**config.mk**
```make
export PLATFORM = sky130hd
export DESIGN_NAME = bus_oe_arbiter_flat
export DESIGN_NICKNAME = d
export VERILOG_FILES = /design/src/rtl/bus_oe_arbiter_if.sv /design/src/rtl/bus_oe_arbiter.sv /design/src/flat_wrapper.sv
export SDC_FILE = /design/constraint.sdc
export NUM_CORES = 1
export LEC_CHECK = 0
export ABC_AREA = 0
export CORE_ASPECT_RATIO = 1.2
export CORE_MARGIN = 3
export CORE_UTILIZATION = 50
export DETAILED_ROUTE_END_ITERATION = 6
export GPL_TIMING_DRIVEN = 0
export HOLD_SLACK_MARGIN = 0.15
export PLACE_DENSITY_LB_ADDON = 0.05
export SKIP_LAST_GASP = 1
export SLEW_MARGIN = 5
export SYNTH_ARGS = -nofsm -noshare
export SYNTH_HDL_FRONTEND = slang
export SYNTH_SLANG_ARGS = --single-unit
```
**constraint.sdc**
```tcl
create_clock -name clk -period 2.26 [get_ports clk]
set_input_delay 0.678 -clock clk [delete_from_list [all_inputs] [get_ports clk]]
set_output_delay 0.678 -clock clk [all_outputs]
set_load 0.005 [all_outputs]
```
**src/rtl/bus_oe_arbiter_if.sv**
```systemverilog
// Shared backplane arbitration bundle: per-requester request lines in,
// registered grants, active-low driver enables, owner index and busy flag out.
interface bus_oe_arbiter_if #(
  parameter int unsigned N_REQ = 4
);
  localparam int unsigned OW = $clog2(N_REQ);

  logic [N_REQ-1:0] req;
  logic [N_REQ-1:0] grant;
  logic [N_REQ-1:0] oe_bar;
  logic [OW-1:0]    owner;
  logic             busy;

  modport master (output req, input grant, oe_bar, owner, busy);
  modport slave  (input req, output grant, oe_bar, owner, busy);
endinterface

```
**src/rtl/bus_oe_arbiter.sv**
```systemverilog
// Round-robin owner selection for a tri-stated bus, with dead cycles between
// owners and an optional hold limit that revokes a grant when others wait.
module bus_oe_arbiter #(
  parameter int unsigned N_REQ      = 4,
  parameter int unsigned TURNAROUND = 1,
  parameter int unsigned MAX_HOLD   = 0
) (
  input  logic           clk,
  input  logic           rst_bar,
  bus_oe_arbiter_if.slave bus
);
  localparam int unsigned OW        = $clog2(N_REQ);
  localparam int          N         = int'(N_REQ);
  localparam logic [3:0]  TURN_LOAD = 4'(TURNAROUND - 1);
  localparam logic [8:0]  HOLD_TH   = 9'(MAX_HOLD);
  localparam bit          HOLD_EN   = (MAX_HOLD > 0);

  typedef enum logic [1:0] {IDLE, GRANT, TURN} state_t;

  state_t           state_q, state_d;
  logic [N_REQ-1:0] grant_q, grant_d;
  logic [N_REQ-1:0] oe_bar_q;
  logic [OW-1:0]    owner_q, owner_d;
  logic [OW-1:0]    last_q, last_d;
  logic [7:0]       hold_q, hold_d;
  logic [3:0]       turn_q, turn_d;
  logic             busy_q, busy_d;

  logic             pick_valid;
  logic [OW-1:0]    pick_idx;
  int               cand;
  logic             take;
  logic             other_req;
  logic             hold_expired;

  // First requester after the last owner, wrapping around.
  always_comb begin
    pick_valid = 1'b0;
    pick_idx   = '0;
    cand       = 0;
    for (int i = 1; i <= N; i++) begin
      cand = (int'(last_q) + i) % N;
      if (!pick_valid && bus.req[OW'(cand)]) begin
        pick_valid = 1'b1;
        pick_idx   = OW'(cand);
      end
    end
  end

  assign other_req    = |(bus.req & ~grant_q);
  // hold_q >= MAX_HOLD-1, written so it stays well-formed when MAX_HOLD is 0
  assign hold_expired = ({1'b0, hold_q} + 9'd2) > HOLD_TH;

  always_comb begin
    state_d = state_q;
    grant_d = grant_q;
    owner_d = owner_q;
    last_d  = last_q;
    hold_d  = hold_q;
    turn_d  = turn_q;
    busy_d  = busy_q;
    take    = 1'b0;

    case (state_q)
      IDLE: begin
        if (pick_valid) take = 1'b1;
      end
      GRANT: begin
        if (!bus.req[owner_q] || (HOLD_EN && hold_expired && other_req)) begin
          state_d = TURN;
          grant_d = '0;
          turn_d  = TURN_LOAD;
        end else if (hold_q != 8'hFF) begin
          hold_d = hold_q + 8'd1;
        end
      end
      TURN: begin
        if (turn_q == 4'd0) begin
          if (pick_valid) begin
            take = 1'b1;
          end else begin
            state_d = IDLE;
            busy_d  = 1'b0;
          end
        end else begin
          turn_d = turn_q - 4'd1;
        end
      end
      default: begin
        state_d = IDLE;
        grant_d = '0;
        busy_d  = 1'b0;
      end
    endcase

    if (take) begin
      state_d = GRANT;
      grant_d = N_REQ'(1) << pick_idx;
      owner_d = pick_idx;
      last_d  = pick_idx;
      hold_d  = 8'd0;
      busy_d  = 1'b1;
    end
  end

  always_ff @(posedge clk or negedge rst_bar) begin
    if (!rst_bar) begin
      state_q  <= IDLE;
      grant_q  <= '0;
      oe_bar_q <= '1;
      owner_q  <= '0;
      last_q   <= OW'(N_REQ - 1);
      hold_q   <= 8'd0;
      turn_q   <= 4'd0;
      busy_q   <= 1'b0;
    end else begin
      state_q  <= state_d;
      grant_q  <= grant_d;
      oe_bar_q <= ~grant_d;
      owner_q  <= owner_d;
      last_q   <= last_d;
      hold_q   <= hold_d;
      turn_q   <= turn_d;
      busy_q   <= busy_d;
    end
  end

  assign bus.grant  = grant_q;
  assign bus.oe_bar = oe_bar_q;
  assign bus.owner  = owner_q;
  assign bus.busy   = busy_q;
endmodule

```
**src/flat_wrapper.sv**
```systemverilog
// flat-port wrapper written by rule: the top's interface ports become plain ports
module bus_oe_arbiter_flat 
#(
  parameter int unsigned N_REQ      = 4,
  parameter int unsigned TURNAROUND = 1,
  parameter int unsigned MAX_HOLD   = 0
)
  (clk, rst_bar, bus_req, bus_grant, bus_oe_bar, bus_owner, bus_busy);
  bus_oe_arbiter_if #(.N_REQ(N_REQ)) bus_i ();
  input  logic clk;
  input  logic rst_bar;
  input wire logic [$bits(bus_i.req)-1:0] bus_req;
  output wire logic [$bits(bus_i.grant)-1:0] bus_grant;
  output wire logic [$bits(bus_i.oe_bar)-1:0] bus_oe_bar;
  output wire logic [$bits(bus_i.owner)-1:0] bus_owner;
  output wire logic [$bits(bus_i.busy)-1:0] bus_busy;
  assign bus_i.req = bus_req;
  assign bus_grant = bus_i.grant;
  assign bus_oe_bar = bus_i.oe_bar;
  assign bus_owner = bus_i.owner;
  assign bus_busy = bus_i.busy;
  bus_oe_arbiter #(.N_REQ(N_REQ), .TURNAROUND(TURNAROUND), .MAX_HOLD(MAX_HOLD)) u_core (.clk(clk), .rst_bar(rst_bar), .bus(bus_i));
endmodule
```
==> results of run 1 <==
## synthesized netlist by cell type (2+ instances only)
master      n  area [um2]
o21ai_1     2        10.0
a22o_1      2        17.5
nand3b_1    2        15.0
dfstp_2     6         158
a2bb2oi_1   2        17.5
a21o_2      2        17.5
xor2_1      2        17.5
nor2_1      4        15.0
mux2_2      2        22.5
nand2_1     9        33.8
nand3_1     3        15.0
inv_1       2        7.51
o2bb2ai_1   2        17.5
a22oi_1     2        15.0
nand2b_1    4        25.0
dfrtp_1    13         325
## cell families (layout without fill, tap and decap cells)
| kind of cell | Yosys count | count (layout) | share of synthesized area (%) |
|---|---|---|---|
| AO/OA/AOI/OAI | 19 | 19 | 17.5 |
| AND/OR/NAND/NOR | 30 | 30 | 19.1 |
| XOR/XNOR | 2 | 2 | 1.89 |
| buffers and inverters | 3 | 23 | 2.03 |
| multiplexers | 4 | 4 | 5.95 |
| flip-flops | 19 | 19 | 52.2 |
| adder cells (fa/ha/maj) | 1 | 1 | 1.35 |
## state kept, by name, indices dropped and copies added, names as in the netlist
| register | count |
|---|---|
| u_core.turn_q | 4 |
| u_core.bus.owner | 2 |
| u_core.bus.grant | 4 |
| u_core.last_q | 2 |
| u_core.bus.oe_bar | 4 |
| u_core.state_q | 2 |
| u_core.bus.busy | 1 |
## metal layers
| layer | vias to the layer above | wire [um] | GRT usage (%) |
|---|---|---|---|
| li1 | 326 | - | - |
| met1 | 334 | 728 | 19.5 |
| met2 | 11 | 889 | 30.4 |
| met3 | 4 | 35 | 2.04 |
| met4 | 0 | 24 | 7.32 |
| met5 | - | 0 | 0 |
## metrics by stage
| stage | cell area [um2] | setup slack, ns | power [mW] | setup TNS, ns | cells |
|---|---|---|---|---|---|
| floorplan | 925 | 0.400 | 1.08 | 0 | 78 |
| global placement | 1110 | -0.269 | 1.35 | -2.35 | 112 |
| detailed placement | 1110 | -0.293 | 1.38 | -3.24 | 112 |
| CTS | 1130 | 0.0136 | 1.55 | 0 | 116 |
| global route | 1140 | 0.0368 | 1.66 | 0 | 116 |
| finish | 1140 | 0.113 | 1.53 | 0 | 116 |
## final cells by class
type,instances,area [um2]
buffer,1,11.3
fill,156,537
timing repair buffer,16,163
sequential,19,483
multi-input combinational,56,432
inverter,2,7.51
tap,18,22.5
clock buffer,4,26.3
## power groups by stage
stage | Combinational [mW] | Clock [mW] | Sequential [mW]
floorplan | 0.443 | 0 | 0.632
global placement | 0.713 | 0 | 0.640
detailed placement | 0.734 | 0 | 0.646
CTS | 0.736 | 0.172 | 0.641
global route | 0.818 | 0.179 | 0.665
finish | 0.732 | 0.160 | 0.641
## worst register-to-register path, cell delays in order (launching register included)
cell and delay, ns:
dfrtp_1 0.40, inv_1 0.10, ha_1 0.18, or3b_1 0.37, buf_6 0.15, a211oi_4 0.37
mux2_2 0.37
## worst max-delay path by stage
stage / from / to / slack [ns]
after floorplan: u_core.turn_q[0] / u_core.bus.owner[0] / 0.40
after global placement: bus_req[3] / u_core.turn_q[0] / -0.27
after detailed placement: bus_req[3] / u_core.turn_q[0] / -0.29
after CTS: bus_req[3] / u_core.turn_q[0] / 0.01
after global routing: bus_req[2] / u_core.bus.grant[1] / 0.04
final: bus_req[2] / u_core.bus.grant[1] / 0.11
==> out/results.txt, run 1 <==
Status -> finished, final reports clean
Switching power -> 536 uW
Initial Utilization -> 55.0%
Post-Syn Area -> 925 um2
Seq/Total Area, Yosys -> 52.2%
Clock Sinks -> 19
Synth Flop Type -> dfrtp_1
Worst Path Arrival -> 2.32 ns
Area growth, synth to finish -> 23.8%
Max-slew headroom at the worst pin -> 46.6%
DR WL/cell -> 14.5 um
Setup crit end kind -> register
Worst R2R Setup Slack -> 0.21 ns
Crit path max-delay cell type -> mux4_2
F_max -> 0.466 GHz
Mapped Nets -> 85
Vias/cell -> 5.82
Largest net degree at the start of global routing -> 20
CTS tree -> done
Sw Share -> 34.9%
Most frequent cells in the layout -> clkdlybuf4s50_1, dfrtp_1, nand2_1
CP Max Fanout -> 8
Syn. warnings -> 0
First-pass GRT wire length -> 2950 um
CP Depth -> 5
Final Net Count -> 106
Worst Reg-to-Reg Cells -> 6
Post-DP HPWL -> 1280 um
CP Data Required Time -> 2.44 ns
Vias in the first global route -> 706
Mean Syn Cell Area -> 11.9 um2
Routed wire length -> 1680 um
Crit path kind -> in -> reg
CP Cell Sequence -> clkdlybuf4s50_1, mux4_2, nand3b_1, nand3_2, a22o_1
Final hold vios -> 0
Seq pwr share -> 41.8%
Post-route minimum period -> 2.15 ns
Worst path max stage delay -> 0.53 ns
Initial drt markers -> 6
GRT overflow -> 0
Hold Crit Endpoint -> u_core.bus.oe_bar[0]
Fin crit share -> 95.0%
DRC -> 0
Hold WS -> 0.439 ns
Share of cells above drive strength 1 -> 21.4%
Worst skew pair latency -> 0.28 ns
# hold bufs at CTS -> 0
Hold depth -> 1
Reg-to-reg startpoint -> u_core.turn_q[0]
P_int -> 998 uW
CTS Root Cell -> clkbuf_4
P_leak -> 0.494 nW
Site row count -> 16
Crit path max-delay family -> multiplexers
CTS clk-pin slew, worst paths -> 0.10 ns
Max_cap viols -> 0
RSZ-0062 raised after global routing -> false
CTS Buf Count -> 3
Port bufs -> 16
Routability cong. -> 0.714
DIE WIDTH -> 45.3 um
Worst-margin pin slew -> 0.798 ns
Diodes inserted -> 0
Util after Layout -> 68.1%
Htree depth -> 1
Post-CTS setup buffers -> 0
FF+latch count, synth -> 19
Combinational share of power -> 47.7%
Antenna violations before repair -> 0
Post-synthesis async set-or-reset flop share -> 100%
Hold crit path type -> reg -> reg
Slew Limit Fails -> 0
Min-delay src -> u_core.bus.grant[0]
Io pins -> 17
Final setup violation count -> 0
Clock share of power -> 10.5%
Maximum clock path buffer count -> 2
Synth cell types -> 35
EDFF count, synth -> 0
Type of origin of the critical path -> primary input
Core Area -> 1680 um2
Reg2reg end -> u_core.bus.owner[0]
DRT Pass-1 Iters -> 4
Vias -> 675
Power Density -> 1340 nW/um2
Post-CTS sizing -> 0
Crit path buf inv count -> 1
Die Area -> 2400 um2
Antenna-violating nets left -> 0
Synth Instances -> 78
Commonest non-fill, non-tap cell in the layout -> clkdlybuf4s50_1
GRT Util Overall -> 16.9%
Worst VDD drop -> 0.801 mV
Die Y -> 53.1 um
Worst clock skew -> 0.00427 ns
Note: power is estimated with default switching activity, not from simulation.
==> run 2: changes to the inputs <==
MAX_ROUTING_LAYER = met4   (was unset)
==> run 2 against run 1 <==
Effect of this change:
- power rose by 0.13%
- utilization did not move
- fmax fell by 0.32%
- sequential share of layout area did not move
- first-iteration DRC count fell by 17%
- flip-flop and latch count did not move
- final area did not move
- worst hold slack barely moved
- highest routed layer unchanged
==> out/results.txt, run 2 (same netlist as run 1, synthesis figures left out) <==
DR WL/cell -> 14.5 um
Routed wire length -> 1690 um
Switching power -> 538 uW
Vias in the first global route -> 706
Routability cong. -> 0.722
Antenna violations before repair -> 0
Clock share of power -> 10.5%
Clock Sinks -> 19
Final hold vios -> 0
Port bufs -> 16
Worst VDD drop -> 0.802 mV
Crit path kind -> in -> reg
Post-DP HPWL -> 1280 um
Io pins -> 17
Util after Layout -> 68.1%
Diodes inserted -> 0
Worst clock skew -> 0.00387 ns
Site row count -> 16
Min-delay src -> u_core.bus.grant[0]
Antenna-violating nets left -> 0
Area growth, synth to finish -> 23.8%
Maximum clock path buffer count -> 2
P_int -> 998 uW
DIE WIDTH -> 45.3 um
Non-filler cells in the finished layout -> 116
Crit path max-delay family -> multiplexers
Largest net degree at the start of global routing -> 20
CTS Buf Count -> 3
Fin crit share -> 95.3%
First-pass GRT wire length -> 2950 um
Most frequent cells in the layout -> clkdlybuf4s50_1, dfrtp_1, nand2_1
GRT Util Overall -> 17.3%
Combinational share of power -> 47.8%
CP Data Required Time -> 2.44 ns
F_max -> 0.464 GHz
Max_cap viols -> 0
Seq pwr share -> 41.7%
Reg-to-reg startpoint -> u_core.turn_q[0]
Vias -> 672
Worst path max stage delay -> 0.53 ns
P_leak -> 0.494 nW
Area of the multi-input gates -> 432 um2
Hold crit path type -> reg -> reg
DRT Pass-1 Iters -> 4
Share of cells above drive strength 1 -> 21.4%
Setup crit end kind -> register
Type of origin of the critical path -> primary input
Htree depth -> 1
Max-slew headroom at the worst pin -> 46.0%
GRT overflow -> 0
Vias/cell -> 5.79
Worst R2R Setup Slack -> 0.21 ns
CTS Root Cell -> clkbuf_4
Core Area -> 1680 um2
Crit path max-delay cell type -> mux4_2
# fillers -> 156
Final Net Count -> 106
DRC -> 0
Final setup violation count -> 0
Worst Reg-to-Reg Cells -> 6
RSZ-0062 raised after global routing -> false
Initial Utilization -> 55.0%
Hold Crit Endpoint -> u_core.bus.oe_bar[0]
Status -> finished, final reports clean
Worst skew pair latency -> 0.28 ns
Die Y -> 53.1 um
Commonest non-fill, non-tap cell in the layout -> clkdlybuf4s50_1
Crit path buf inv count -> 1
CP Cell Sequence -> clkdlybuf4s50_1, mux4_2, nand3b_1, nand3_2, a22o_1
Post-route minimum period -> 2.15 ns
Power Density -> 1340 nW/um2
Die Area -> 2400 um2
Seq. cell area -> 483 um2
Initial drt markers -> 5
Hold depth -> 1
Slew Limit Fails -> 0
Reg2reg end -> u_core.bus.owner[0]
CTS tree -> done
Worst Path Arrival -> 2.33 ns
Worst-margin pin slew -> 0.807 ns
Placed cell count -> 112
CTS clk-pin slew, worst paths -> 0.10 ns
CP Max Fanout -> 8
Sw Share -> 35.0%
-- run 2: how the worst max path moves through the flow --
stage / startpoint / end / slack, ns / depth (start not counted)
CTS: bus_req[3] / u_core.turn_q[0] / 0.01 / 5
floorplan: u_core.turn_q[0] / u_core.bus.owner[0] / 0.40 / 6
detailed placement: bus_req[3] / u_core.turn_q[0] / -0.29 / 5
global placement: bus_req[3] / u_core.turn_q[0] / -0.27 / 5
global route: bus_req[2] / u_core.bus.grant[1] / 0.04 / 5
finish: bus_req[2] / u_core.bus.grant[1] / 0.11 / 5
-- run 2: what timing repair did --
action                     4_1_cts  5_1_grt
setup endpoints to repair        0       10
hold buffers                     0        0
setup buffers                    0        0
resized for setup                0        3
-- run 2: metrics by stage --
step                      hold WS (ns)  setup TNS [ns]  total power, mW  setup slack [ns]  area [um2]
after global routing             0.463               0             1.66            0.0368        1140
final                            0.439               0             1.54             0.106        1140
after CTS                        0.448               0             1.55            0.0136        1130
after floorplan                  0.382               0             1.08             0.400         925
after global placement           0.422           -2.35             1.35            -0.269        1110
after detailed placement         0.428           -3.24             1.38            -0.293        1110
-- run 2: worst reg2reg max path: stages, from the launching register on --
cell	delay, ns
dfrtp_1	0.40
inv_1	0.10
ha_1	0.18
or3b_1	0.37
buf_6	0.15
a211oi_4	0.37
mux2_2	0.37
-- run 2: power groups by stage --
stage	logic (mW)	clock network [mW]	registers, mW
after global placement	0.713	0	0.640
after detailed placement	0.734	0	0.646
final	0.734	0.161	0.641
after global routing	0.818	0.179	0.667
after floorplan	0.443	0	0.632
after CTS	0.736	0.172	0.641
-- run 2: area by class of cell --
type / count / share of cell area, %
timing repair buffer: 16 / 14.2
clock buffer: 4 / 2.30
sequential: 19 / 42.2
inverter: 2 / 0.656
buffer: 1 / 0.984
multi-input combinational: 56 / 37.7
tap: 18 / 1.97
-- run 2: routing by layer --
metal / global-route usage, % / vias to the layer above / wire length (um)
met1: 19.5 / 335 / 746
met4: 7.32 / 0 / 13
met3: 2.04 / 2 / 34
met5: - / - / 0
li1: - / 326 / -
met2: 30.4 / 9 / 892
==> run 3: changes to the inputs <==
CORE_UTILIZATION = 55   (was 50)
DONT_BUFFER_PORTS = 1   (was unset)
==> run 3 against run 2 <==
Effect of this change:
- first-iteration DRC count is 120% higher
- clock skew is 0.00052 ns higher
- combinational power is 29% lower
- critical endpoint is now u_core.bus.owner[0]
- largest power group is now registers
- highest routed layer unchanged
==> out/results.txt, run 3 (same netlist as run 1, synthesis figures left out) <==
Status -> finished, final reports clean
Placed inst area -> 946 um2
Worst skew pair latency -> 0.29 ns
Clock share of power -> 12.4%
CTS tree -> done
CP Data Required Time -> 2.45 ns
Commonest non-fill, non-tap cell in the layout -> dfrtp_1
Routability cong. -> 0.790
CP Max Fanout -> 7
Placed cell count -> 95
Setup Slack @ Placement -> 0.255 ns
Area growth, synth to finish -> 6.36%
Share of cells above drive strength 1 -> 24.1%
Site row count -> 15
RSZ-0062 raised after global routing -> false
Core Area -> 1500 um2
Switching power -> 506 uW
Htree depth -> 1
Setup crit end kind -> register
Post-DP HPWL -> 1160 um
Non-filler cells in the finished layout -> 100
Port bufs -> 0
Worst R2R Setup Slack -> 0.24 ns
GRT Util Overall -> 17.7%
Power Density -> 1370 nW/um2
Final worst slack -> 0.240 ns
DRC -> 0
Combinational share of power -> 38.6%
Slew Limit Fails -> 0
Antenna-violating nets left -> 0
P_leak -> 0.425 nW
Post-route minimum period -> 2.02 ns
P_int -> 844 uW
Fin crit share -> 89.4%
DR WL/cell -> 16.4 um
Worst clock skew -> 0.00440 ns
Max_cap viols -> 0
Fin area -> 983 um2
Final Net Count -> 91
DRT Pass-1 Iters -> 4
First-pass GRT wire length -> 2920 um
CTS Buf Count -> 3
Most frequent cells in the layout -> dfrtp_1, nand2_1, dfstp_2
Worst VDD drop -> 0.769 mV
Worst-margin pin slew -> 0.651 ns
DIE WIDTH -> 43.4 um
F_max -> 0.495 GHz
Initial drt markers -> 11
Die Area -> 2210 um2
Die Y -> 50.9 um
GRT overflow -> 0
Vias -> 619
Hold WS -> 0.207 ns
Sw Share -> 37.5%
Final setup violation count -> 0
Setup_tns -> 0 ns
Vias in the first global route -> 656
Final hold vios -> 0
Seq pwr share -> 48.9%
Hold crit path type -> in -> async
Worst Path Arrival -> 2.21 ns
Initial Utilization -> 61.6%
CTS Root Cell -> clkbuf_4
Clock Sinks -> 19
Routed wire length -> 1640 um
Largest net degree at the start of global routing -> 14
Maximum clock path buffer count -> 2
Antenna violations before repair -> 0
Crit path kind -> reg -> reg
Max-slew headroom at the worst pin -> 56.3%
Io pins -> 17
Type of origin of the critical path -> register
CTS clk-pin slew, worst paths -> 0.11 ns
Vias/cell -> 6.19
Diodes inserted -> 0
==> run 3: cell types whose count changed in the layout (fill, tap and decap cells not counted) <==
| cell | before | now |
|---|---|---|
| clkbuf_1 | 1 | 0 |
| dlygate4sd3_1 | 0 | 1 |
| o21ai_2 | 1 | 0 |
| nor3b_2 | 1 | 0 |
| o21ai_1 | 1 | 2 |
| dlymetal6s2s_1 | 1 | 0 |
| clkdlybuf4s50_1 | 15 | 0 |
| nor3b_1 | 0 | 1 |
| clkinv_2 | 0 | 1 |
==> run 3: worst paths after layout <==
kind | from | end | cells past startpoint
setup / recovery | u_core.turn_q[0] | u_core.bus.owner[0] | 6
hold / removal | rst_bar | u_core.bus.oe_bar[1] | 0
setup reg to reg | u_core.turn_q[0] | u_core.bus.owner[0] | 6
hold reg to reg | u_core.bus.grant[0] | u_core.bus.oe_bar[0] | 1
max in group asynchronous | rst_bar | u_core.bus.owner[0] | 1
min in group clk | u_core.bus.grant[0] | u_core.bus.oe_bar[0] | 1
==> run 3: critical path: stages, from the launching register on <==
cell and delay (ns):
dfrtp_1 0.40, inv_1 0.10, ha_1 0.17, or3b_1 0.36, buf_6 0.15, a211oi_4 0.37, mux2_2 0.38
==> run 3: through the flow <==
| step | utilization [%] | total power, mW |
|---|---|---|
| finish | 65.5 | 1.35 |
| detailed placement | 63.0 | 1.19 |
| CTS | 65.5 | 1.37 |
| global placement | 63.0 | 1.18 |
| global route | 65.5 | 1.46 |
| floorplan | - | 1.08 |
==> run 3: layout make-up <==
type / instances / area, um2
repair buffers: 1 / 10.0
multi-input cells: 56 / 423
well taps: 17 / 21.3
clock buffers: 3 / 22.5
inverters: 2 / 7.51
flip-flops and latches: 19 / 483
clock inverters: 1 / 5.00
fillers: 125 / 518
plain buffers: 1 / 11.3
==> run 3: repair_timing <==
| action | CTS | global route |
|---|---|---|
| gates resized for setup | 0 | 0 |
| hold endpoints to repair | 13 | 0 |
| buffers inserted | 0 | 0 |
| hold buffers | 1 | 0 |
==> run 3: layer usage <==
metal  vias to the layer above  share of wire, %  global-route usage [%]  wire [um]
li1                        294                 -                       -          -
met1                       307                44                    23.0        722
met2                        14                50                    28.3        826
met3                         4               3.7                    2.46         60
met4                         0               1.8                    6.03         29
met5                         -                 0                       -          0
==> run 3: power groups by stage <==
stage | clock, mW | combinational [mW] | sequential [mW]
finish | 0.168 | 0.521 | 0.660
global route | 0.184 | 0.590 | 0.684
CTS | 0.176 | 0.528 | 0.664
detailed placement | 0 | 0.518 | 0.669
global placement | 0 | 0.511 | 0.666
floorplan | 0 | 0.443 | 0.632
